===== src/rtl/imem_dmem_port_arbiter.sv =====
// Arbiter that lets the UART loader, instruction fetch and data load/store share one single-port RAM.
// Optional ARB_RR_EN macro: alternate IF/MEM on simultaneous requests instead of fixed MEM > IF.
module imem_dmem_port_arbiter #(
    parameter int AW     = 14,
    parameter int DW     = 32,
    parameter int RD_LAT = 1
) (
    input  logic            cpuclk,
    input  logic            rst,
    input  logic            uart_done,
    input  logic            uart_we,
    input  logic [AW-1:0]   uart_addr,
    input  logic [DW-1:0]   uart_wdata,
    output logic            cpu_hold,
    input  logic            if_req,
    input  logic [AW-1:0]   if_addr,
    output logic [DW-1:0]   if_rdata,
    output logic            if_valid,
    output logic            if_stall,
    input  logic            mem_req,
    input  logic            mem_we,
    input  logic [DW/8-1:0] mem_be,
    input  logic [AW-1:0]   mem_addr,
    input  logic [DW-1:0]   mem_wdata,
    output logic [DW-1:0]   mem_rdata,
    output logic            mem_valid,
    output logic            mem_stall,
    output logic            ram_en,
    output logic [DW/8-1:0] ram_we,
    output logic [AW-1:0]   ram_addr,
    output logic [DW-1:0]   ram_wdata,
    input  logic [DW-1:0]   ram_rdata
);
    // Handshake: a port raises req and holds req/addr/data stable until its valid
    // pulses for one cycle; stall = req & ~valid tells the pipeline to wait.
    // ram_rdata is sampled on the RD_LAT-th rising edge after the issue cycle.
    localparam int BW = DW / 8;
    localparam logic OWN_IF  = 1'b0;
    localparam logic OWN_MEM = 1'b1;

    typedef enum logic [1:0] {S_LOAD, S_IDLE, S_RD} state_t;

    state_t     state;
    logic [1:0] cnt;
    logic       own;
    logic       if_valid_q, mem_valid_q;
`ifdef ARB_RR_EN
    logic       last;
`endif

    logic idle_go, pick_mem, grant_mem, grant_if, store_now, issue_rd;
    logic cap, cap_own;

    always_comb begin
        idle_go = (state == S_IDLE) && uart_done;
`ifdef ARB_RR_EN
        if (if_req && mem_req) pick_mem = (last == OWN_IF);
        else                   pick_mem = mem_req;
`else
        pick_mem = mem_req;
`endif
        grant_mem = idle_go && mem_req && pick_mem;
        grant_if  = idle_go && if_req && !pick_mem;
        store_now = grant_mem && mem_we;
        issue_rd  = grant_if || (grant_mem && !mem_we);
        // Capture edge is one edge before the valid cycle so data and valid align.
        cap     = (issue_rd && (RD_LAT == 1)) || ((state == S_RD) && (cnt == 2'd2));
        cap_own = issue_rd ? grant_mem : own;

        ram_en    = 1'b0;
        ram_we    = '0;
        ram_addr  = '0;
        ram_wdata = '0;
        if (state == S_LOAD) begin
            ram_en    = uart_we;
            ram_we    = {BW{uart_we}};
            ram_addr  = uart_addr;
            ram_wdata = uart_wdata;
        end else if (grant_mem) begin
            ram_en    = 1'b1;
            ram_we    = mem_we ? mem_be : '0;
            ram_addr  = mem_addr;
            ram_wdata = mem_wdata;
        end else if (grant_if) begin
            ram_en    = 1'b1;
            ram_addr  = if_addr;
        end
    end

    always_ff @(posedge cpuclk) begin
        if (rst) begin
            state       <= S_LOAD;
            cpu_hold    <= 1'b1;
            if_valid_q  <= 1'b0;
            mem_valid_q <= 1'b0;
            if_rdata    <= '0;
            mem_rdata   <= '0;
            cnt         <= 2'd0;
            own         <= OWN_MEM;
`ifdef ARB_RR_EN
            last        <= OWN_IF;
`endif
        end else begin
            if_valid_q  <= cap && (cap_own == OWN_IF);
            mem_valid_q <= cap && (cap_own == OWN_MEM);
            if (cap && (cap_own == OWN_IF))  if_rdata  <= ram_rdata;
            if (cap && (cap_own == OWN_MEM)) mem_rdata <= ram_rdata;
`ifdef ARB_RR_EN
            if (grant_mem || grant_if) last <= grant_mem ? OWN_MEM : OWN_IF;
`endif
            case (state)
                S_LOAD: begin
                    if (uart_done) begin
                        state    <= S_IDLE;
                        cpu_hold <= 1'b0;
                    end
                end
                S_IDLE: begin
                    if (!uart_done) begin
                        state    <= S_LOAD;
                        cpu_hold <= 1'b1;
                    end else if (issue_rd) begin
                        state <= S_RD;
                        cnt   <= 2'(RD_LAT);
                        own   <= grant_mem ? OWN_MEM : OWN_IF;
                    end
                end
                S_RD: begin
                    cnt <= cnt - 2'd1;
                    // A read in flight always completes; a dropped uart_done is honoured afterwards.
                    if (cnt == 2'd1) begin
                        if (uart_done) begin
                            state <= S_IDLE;
                        end else begin
                            state    <= S_LOAD;
                            cpu_hold <= 1'b1;
                        end
                    end
                end
                default: state <= S_LOAD;
            endcase
        end
    end

    assign if_valid  = if_valid_q;
    assign mem_valid = mem_valid_q || store_now;
    assign if_stall  = if_req && !if_valid;
    assign mem_stall = mem_req && !mem_valid;

endmodule


===== config.mk =====
export PLATFORM = sky130hd
export DESIGN_NAME = imem_dmem_port_arbiter
export DESIGN_NICKNAME = d
export VERILOG_FILES = /design/src/rtl/imem_dmem_port_arbiter.sv
export SDC_FILE = /design/constraint.sdc
export NUM_CORES = 1
export LEC_CHECK = 0
export CAP_MARGIN = 20
export CORE_MARGIN = 2
export CORE_UTILIZATION = 36
export DETAILED_ROUTE_END_ITERATION = 6
export GPL_ROUTABILITY_DRIVEN = 0
export PLACE_DENSITY = 0.78
export SETUP_SLACK_MARGIN = 0.1
export SYNTH_ARGS = -nofsm -noshare
export SYNTH_HDL_FRONTEND = slang
export SYNTH_SLANG_ARGS = --single-unit

===== constraint.sdc =====
create_clock -name cpuclk -period 2.3 [get_ports cpuclk]
set_input_delay 0.575 -clock cpuclk [delete_from_list [all_inputs] [get_ports cpuclk]]
set_output_delay 0.575 -clock cpuclk [all_outputs]
set_load 0.01 [all_outputs]

==> results.txt, run 1 <==
----------------------------------------------------
[Die]
  Starting density of the core ... 36.7%
  Die extent in x ... 109 microns
  Die ar. ... 11900 sq um
  Height of the die ... 109 microns
  Number of placement rows ... 38
  Num ports ... 269
  Placeable Area ... 10800 sq um

[Pwr]
  Combinational cell fraction of total power ... 31.3%
  Cell area power density ... 430 nW/um^2
  Maximum vdd drop ... 0.345 mV
  Clk network pwr share ... 29.1%
  Switching share of power ... 31.6%
  Leakage Power ... 2.98 nW
  Net switching component of the power ... 1.03 mW
  Cell-internal power ... 2.23 mW
  Part of the power in registers ... 39.5%

[Global routing]
  Global-route usage over all layers ... 28.7%
  Number of antenna violations at the first check in global routing ... 2
  Vias in the first global route ... 4866
  Global-route wire length before repair ... 26.2 mm
  Largest net degree at the start of global routing ... 65
  Overall overflow remaining after global route ... 0

[Synthesis]
  Sequential cell area fraction in the yosys report ... 36.4%
  Share of cell area taken by muxes after synthesis ... 0.253%
  Cell type with the highest aggregate area in the netlist ... sky130_fd_sc_hd__dfxtp_1
  Number of warning messages in the yosys log ... 0
  Simple-Gate Fraction of Synth Area ... 26.2%
  Post-synth EDFFs ... 0
  Primary flip-flop cell chosen by synthesis mapping ... sky130_fd_sc_hd__dfxtp_1
  Dominant combinational cell family by area after synthesis ... compound AO/OA/AOI/OAI gates
  Cells after synthesis ... 546
  Xor and xnor area share after synthesis ... 0%
  Synthesized-area fraction occupied by adder cells ... 1.90%
  Mapped Avg Cell Area ... 7.26 sq um
  FFs w/ async S/R, synth ... 0%
  Summed instance area of the synthesized netlist ... 3960 sq um
  Syn Nets ... 701
  Main area contributors after synthesis ... sky130_fd_sc_hd__dfxtp_1, sky130_fd_sc_hd__o21ai_0, sky130_fd_sc_hd__nor2b_1
  Synth unique cells ... 37
  Flip-flop and latch count after synthesis ... 72
  Portion of synthesized cell area occupied by the leading cell type ... 36.4%
  Fraction of the mapped netlist area in compound gates ... 28.8%

[Routing]
  Detailed-route wire length ... 18.1 mm
  Average via count per standard cell ... 5.18
  DR iter-0 viols ... 314
  Remaining number of nets flagged by the antenna check after routing ... 0
  Wire per inst ... 18.4 microns
  Via Count ... 5107
  DRC Markers ... 0
  First-pass detailed-route iteration total ... 4

[Cells and area]
  Post-route core utilization ... 70.3%
  Layout net count ... 995
  Commonest cells after routing, fill and taps aside ... sky130_fd_sc_hd__clkdlybuf4s50_1, sky130_fd_sc_hd__o21ai_0, sky130_fd_sc_hd__dfxtp_1
  Finished layout cell area ... 7580 sq um
  Synth-to-Final Area Change ... 91.4%
  Leading cell type in the layout, fill and taps excluded ... sky130_fd_sc_hd__clkdlybuf4s50_1
  Fraction of final layout cells sized beyond drive strength 1 ... 23.3%

[Flow run]
  Reported max-cap violation count ... 0

[CTS]
  Total CTS buffers ... 9
  Clock sink count ... 72
  Maximum buffer depth of the clock tree ... 2
  Clock H-tree levels ... 3
  Later-pin clock latency in the skew report ... 340 ps
  Root buffer cell ... sky130_fd_sc_hd__clkbuf_8
  Clk slew on worst S/H paths ... 80 ps
  CTS tree ... built

[Place]
  Placement-stage cell area ... 7030 sq um
  Half-perimeter wire length of the detailed placement result ... 12.8 mm
  Place WS ... -820 ps
  Number of buffers inserted by port buffering ... 268

[Timing]
  Final hold violation count ... 0
  Final Skew ... 17.1 ps
  Post-route fraction of the period consumed by the critical path ... 106%
  Maximum clock rate ... 410 MHz
  Min setup slack post-route ... -139 ps
  Hold slack ... 504 ps
  Max-slew headroom at the worst pin ... 64.6%
  Transition at the pin with the smallest max-transition slack ... 531 ps
  Unrepaired setup endpoints after global routing ... true
  Final count of pins violating max slew ... 0
  Total of endpoints with negative setup slack in the final report ... 49
  Time the final worst path needs with I/O delays and setup ... 2440 ps

[Worst setup path]
  Worst path required time ... 1730 ps
  Buffers plus inverters on the worst setup path ... 5
  Sort of element at the start of the critical path ... register
  Kind of capture point of the worst setup path ... output port
  Class of the most critical setup path ... reg2out
  Critical path peak fanout ... 5
  Series of cell instances along the critical path ... inv_2, ha_4, and3_4, buf_12, nand2_8, nor2_4, buf_6, buf_6, a22o_1, buf_2
  Critical path data arrival time ... 1860 ps
  Highest-delay cell along the critical path ... sky130_fd_sc_hd__dfxtp_2
  Cell family with most CP delay ... buffers and inverters
  Most used cell, CP ... sky130_fd_sc_hd__buf_6
  Slowest stage delay, CP ... 340 ps

[Worst hold path]
  Worst hold-check path type ... reg2reg

[Status]
  Violated checks ... negative setup slack
  Result of the run ... finished with violations

----------------------------------------------------
## worst register-to-register path, cell delays in order (launching register included)
cell	delay, ps
sky130_fd_sc_hd__dfxtp_2	340
sky130_fd_sc_hd__inv_2	50
sky130_fd_sc_hd__ha_4	160
sky130_fd_sc_hd__and4b_2	300
sky130_fd_sc_hd__buf_4	180
sky130_fd_sc_hd__a211o_4	290
sky130_fd_sc_hd__or2_2	460
sky130_fd_sc_hd__o21ai_1	190
## cell families after synthesis
family,count (synthesis)
buffers and inverters,59
flip-flops,72
multiplexers,1
AO/OA/AOI/OAI,208
AND/OR/NAND/NOR,200
adder cells (fa/ha/maj),6
## power by group through the flow
stage | logic (mW) | clock network, mW | registers (mW)
6_report | 1.02 | 0.949 | 1.29
5_1_grt | 1.08 | 1.03 | 1.29
4_1_cts | 0.955 | 0.971 | 1.29
3_5_place_dp | 0.969 | 0 | 1.31
3_3_place_gp | 0.955 | 0 | 1.31
2_1_floorplan | 0.323 | 0 | 1.32
## through the flow
| step | setup TNS, ps | instances | power (mW) |
|---|---|---|---|
| after detailed placement | -46300 | 948 | 2.28 |
| after global routing | -6800 | 986 | 3.40 |
| final | -2720 | 986 | 3.26 |
| after floorplan | 0 | 546 | 1.65 |
| after global placement | -41040 | 948 | 2.27 |
| after CTS | -3460 | 976 | 3.21 |
## cell type report
cell class,count,area (sq um)
fillers,827,3210
well taps,140,175
repair buffers,330,3190
clock inverters,7,62.6
diodes,1,2.50
clock buffers,9,124
inverters,11,41.3
multi-input cells,416,2540
flip-flops and latches,72,1440
## flip-flops by register name, summed over array words and instances, names as in the netlist
name,flops
if_rdata,32
mem_rdata,32
cnt,2
state,2
cpu_hold,1
if_valid,1
mem_valid_q,1
own,1
## final timing paths
kind	end	cells past startpoint	start	slack [ps]
max	ram_we[1]	10	state[1]	-140
min	cnt[0]	1	cnt[0]	500
max reg2reg	mem_rdata[24]	7	state[1]	260
min reg2reg	cnt[0]	1	cnt[0]	500
## timing repair
| item | 4_1_cts | 5_1_grt |
|---|---|---|
| buffers inserted | 8 | 6 |
| gates resized for setup | 297 | 64 |
| hold buffers | 0 | 0 |
| setup endpoints to repair | 54 | 95 |
| gates cloned | 4 | 3 |
| pin swaps | 19 | 32 |
## metal layers
layer | vias to the layer above | routed length (microns) | global-route usage, %
li1 | 2439 | - | -
met1 | 2403 | 7010 | 33.7
met2 | 226 | 8510 | 47.4
met3 | 37 | 2090 | 11.8
met4 | 2 | 498 | 9.52
met5 | - | 16 | 0
## cells in the mapped netlist (3+ instances only)
master / number
sky130_fd_sc_hd__inv_1: 11
sky130_fd_sc_hd__nand2_1: 83
sky130_fd_sc_hd__o21ai_0: 141
sky130_fd_sc_hd__nand2b_1: 35
sky130_fd_sc_hd__nor3_1: 3
sky130_fd_sc_hd__ha_1: 6
sky130_fd_sc_hd__a22o_1: 4
sky130_fd_sc_hd__a22oi_1: 14
sky130_fd_sc_hd__a21oi_1: 3
sky130_fd_sc_hd__clkbuf_1: 41
sky130_fd_sc_hd__nor2b_1: 65
sky130_fd_sc_hd__dfxtp_1: 72
sky130_fd_sc_hd__o21ai_1: 35
sky130_fd_sc_hd__buf_6: 4
sky130_fd_sc_hd__nor2_1: 4
(Power assumes the default switching activity.)
==> run 2, diff against run 1 <==
--- a/config.mk
+++ b/config.mk
@@ -7,10 +7,12 @@
 export LEC_CHECK = 0
 export CAP_MARGIN = 20
 export CORE_MARGIN = 2
-export CORE_UTILIZATION = 36
+export CORE_UTILIZATION = 37
+export CTS_BUF_LIST = sky130_fd_sc_hd__clkbuf_8
+export CTS_CLUSTER_SIZE = 20
 export DETAILED_ROUTE_END_ITERATION = 6
 export GPL_ROUTABILITY_DRIVEN = 0
-export PLACE_DENSITY = 0.78
+export PLACE_DENSITY = 0.8
 export SETUP_SLACK_MARGIN = 0.1
 export SYNTH_ARGS = -nofsm -noshare
 export SYNTH_HDL_FRONTEND = slang
==> run 2 against run 1 <==
Effect of this change:
- the run still ends with negative setup slack left
- critical path depth shrank 2
- critical path type is now in2out
- cell count increased by 2.2%
- fmax shrank 4.0%
==> results.txt, run 2 (synthesized netlist as in run 1, its figures left out) <==
----------------------------------------------------
[Timing]
  Final count of pins violating max slew ... 0 (unchanged)
  Min setup slack post-route ... -239 ps (-100 ps)
  Setup TNS ... -7100 ps (-4380 ps)
  Hold slack ... 524 ps (+20.0 ps)
  Total of endpoints with negative setup slack in the final report ... 52 (+6.1%)
  Final Skew ... 9.66 ps (-7.46 ps)
  Final hold violation count ... 0 (unchanged)
  Maximum clock rate ... 394 MHz (-4.0%)
  Transition at the pin with the smallest max-transition slack ... 461 ps (-70.1 ps)
  Post-route fraction of the period consumed by the critical path ... 110% (+4.4 points)
  Time the final worst path needs with I/O delays and setup ... 2540 ps (+100 ps)
  Max-slew headroom at the worst pin ... 69.2% (+4.6 points)
  Unrepaired setup endpoints after global routing ... true

[Pwr]
  Maximum vdd drop ... 0.380 mV (+10%)
  Leakage Power ... 3.27 nW (+9.6%)
  Switching share of power ... 31.1% (-0.47 points)
  Clk network pwr share ... 27.8% (-1.3 points)
  Part of the power in registers ... 35.3% (-4.2 points)
  Net switching component of the power ... 1.14 mW (+10%)
  Cell area power density ... 445 nW/um^2 (+3.5%)
  Cell-internal power ... 2.51 mW (+13%)
  Combinational cell fraction of total power ... 36.9% (+5.6 points)

[Routing]
  Via Count ... 5585 (+9.4%)
  DR iter-0 viols ... 449 (+43%)
  DRC Markers ... 0 (unchanged)
  Average via count per standard cell ... 5.54 (+7.0%)
  Remaining number of nets flagged by the antenna check after routing ... 0 (unchanged)
  Detailed-route wire length ... 21.8 mm (+20%)
  First-pass detailed-route iteration total ... 5 (+1)
  Wire per inst ... 21.7 microns (+18%)

[Cells and area]
  Commonest cells after routing, fill and taps aside ... sky130_fd_sc_hd__clkdlybuf4s50_1, sky130_fd_sc_hd__o21ai_0, sky130_fd_sc_hd__o21ai_1, sky130_fd_sc_hd__dfxtp_1, sky130_fd_sc_hd__nor2b_1
  Registers with the highest flip-flop counts ... if_rdata (32), mem_rdata (32)
  Synth-to-Final Area Change ... 107%
  Leading cell type in the layout, fill and taps excluded ... sky130_fd_sc_hd__clkdlybuf4s50_1
  Layout fillers ... 669 (-19%)
  Fraction of final layout cells sized beyond drive strength 1 ... 28.2% (+4.9 points)
  Layout net count ... 1018 (+2.3%)

[CTS]
  Later-pin clock latency in the skew report ... 350 ps (about the same)
  Maximum buffer depth of the clock tree ... 2 (unchanged)
  Clock H-tree levels ... 3 (unchanged)
  CTS tree ... built
  Clk slew on worst S/H paths ... 80 ps (about the same)
  Root buffer cell ... sky130_fd_sc_hd__clkbuf_8
  Total CTS buffers ... 9 (unchanged)
  Clock sink count ... 72 (unchanged)
  Number of hold buffers added after CTS ... 0 (unchanged)

[Die]
  Number of placement rows ... 37 (-2.6%)
  Height of the die ... 107 microns (-1.3%)
  Die extent in x ... 107 microns (-1.3%)
  Placeable Area ... 10400 sq um (-3.9%)
  Starting density of the core ... 38.2% (+1.5 points)
  Die ar. ... 11500 sq um (-2.6%)
  Num ports ... 269 (unchanged)

[Worst setup path]
  Class of the most critical setup path ... in2out
  Sort of element at the start of the critical path ... input port
  Crit Reg-Reg Startpoint ... state[1]
  Worst path required time ... 1730 ps (about the same)
  Critical path peak fanout ... 6 (+1)
  Critical path data arrival time ... 1960 ps (+100 ps)
  Launch point of the critical path ... mem_req
  Kind of capture point of the worst setup path ... output port

[Status]
  Violated checks ... negative setup slack
  Result of the run ... finished with violations

[Global routing]
  Overall overflow remaining after global route ... 0 (unchanged)
  Global-route usage over all layers ... 34.0% (+5.2 points)
  Number of antenna violations at the first check in global routing ... 3 (+1)
  Largest net degree at the start of global routing ... 105 (+62%)
  Global-route wire length before repair ... 30.0 mm (+15%)
  Vias in the first global route ... 5427 (+12%)

[Place]
  Place WS ... -912 ps (-91.4 ps)
  Half-perimeter wire length of the detailed placement result ... 12.8 mm (about the same)
  Number of buffers inserted by port buffering ... 268 (unchanged)

[Worst hold path]
  Worst hold-check path type ... reg2reg
  Source of the worst hold timing path ... cnt[1]

[Flow run]
  Reported max-cap violation count ... 0 (unchanged)

----------------------------------------------------
[run 2: power by group through the flow]
stage                     registers, mW  logic, mW  clock network (mW)
after CTS                          1.29       1.18                1.02
after global routing               1.29       1.39                1.08
final                              1.29       1.35                1.01
after detailed placement           1.32      0.963                   0
after global placement             1.31      0.953                   0
after floorplan                    1.32      0.323                   0
[run 2: final cells by class]
type                    instances  area [sq um]  share of cell area, %
clock inverters                 7          71.3                  0.869
well taps                     136           170                   2.07
diodes                          4          10.0                  0.122
inverters                      11          43.8                  0.534
flip-flops and latches         72          1440                   17.6
multi-input cells             419          2710                   33.0
clock buffers                   9           124                   1.51
repair buffers                350          3630                   44.3
[run 2: final timing paths]
| kind | slack [ps] | endpoint | depth (start not counted) |
|---|---|---|---|
| worst max-delay path | -240 | ram_we[0] | 8 |
| worst min-delay path | 520 | cnt[1] | 2 |
| worst max register to register | 140 | mem_rdata[29] | 10 |
| worst min register to register | 520 | cnt[1] | 2 |
[run 2: per-layer routing]
layer	routed length [microns]	vias up	global-route usage, %
met5	0	-	0
met4	1190	0	17.3
met3	2510	93	13.2
met2	9910	339	52.9
met1	8220	2635	40.6
li1	-	2518	-
[run 2: critical path, stage by stage]
cell                              delay [ps]
sky130_fd_sc_hd__clkdlybuf4s15_1         330
sky130_fd_sc_hd__and3_4                  290
sky130_fd_sc_hd__buf_12                  130
sky130_fd_sc_hd__nand2_2                  80
sky130_fd_sc_hd__nor2_4                  120
sky130_fd_sc_hd__buf_4                   140
sky130_fd_sc_hd__a22o_1                  160
sky130_fd_sc_hd__buf_2                   150
[run 2: stage by stage]
step | cells | total power, mW | cell area [sq um] | util, %
2_1_floorplan | 546 | 1.65 | 3970 | -
6_report | 1008 | 3.65 | 8200 | 79.1
5_1_grt | 1006 | 3.76 | 8200 | 79.1
3_3_place_gp | 933 | 2.27 | 6950 | 67.1
4_1_cts | 992 | 3.49 | 7830 | 75.5
3_5_place_dp | 933 | 2.28 | 6950 | 67.1
[run 2: timing repair]
action	CTS	global route
buffers inserted	29	13
resized for setup	351	93
pin swaps	29	45
gates cloned	17	2
setup endpoints to repair	86	117
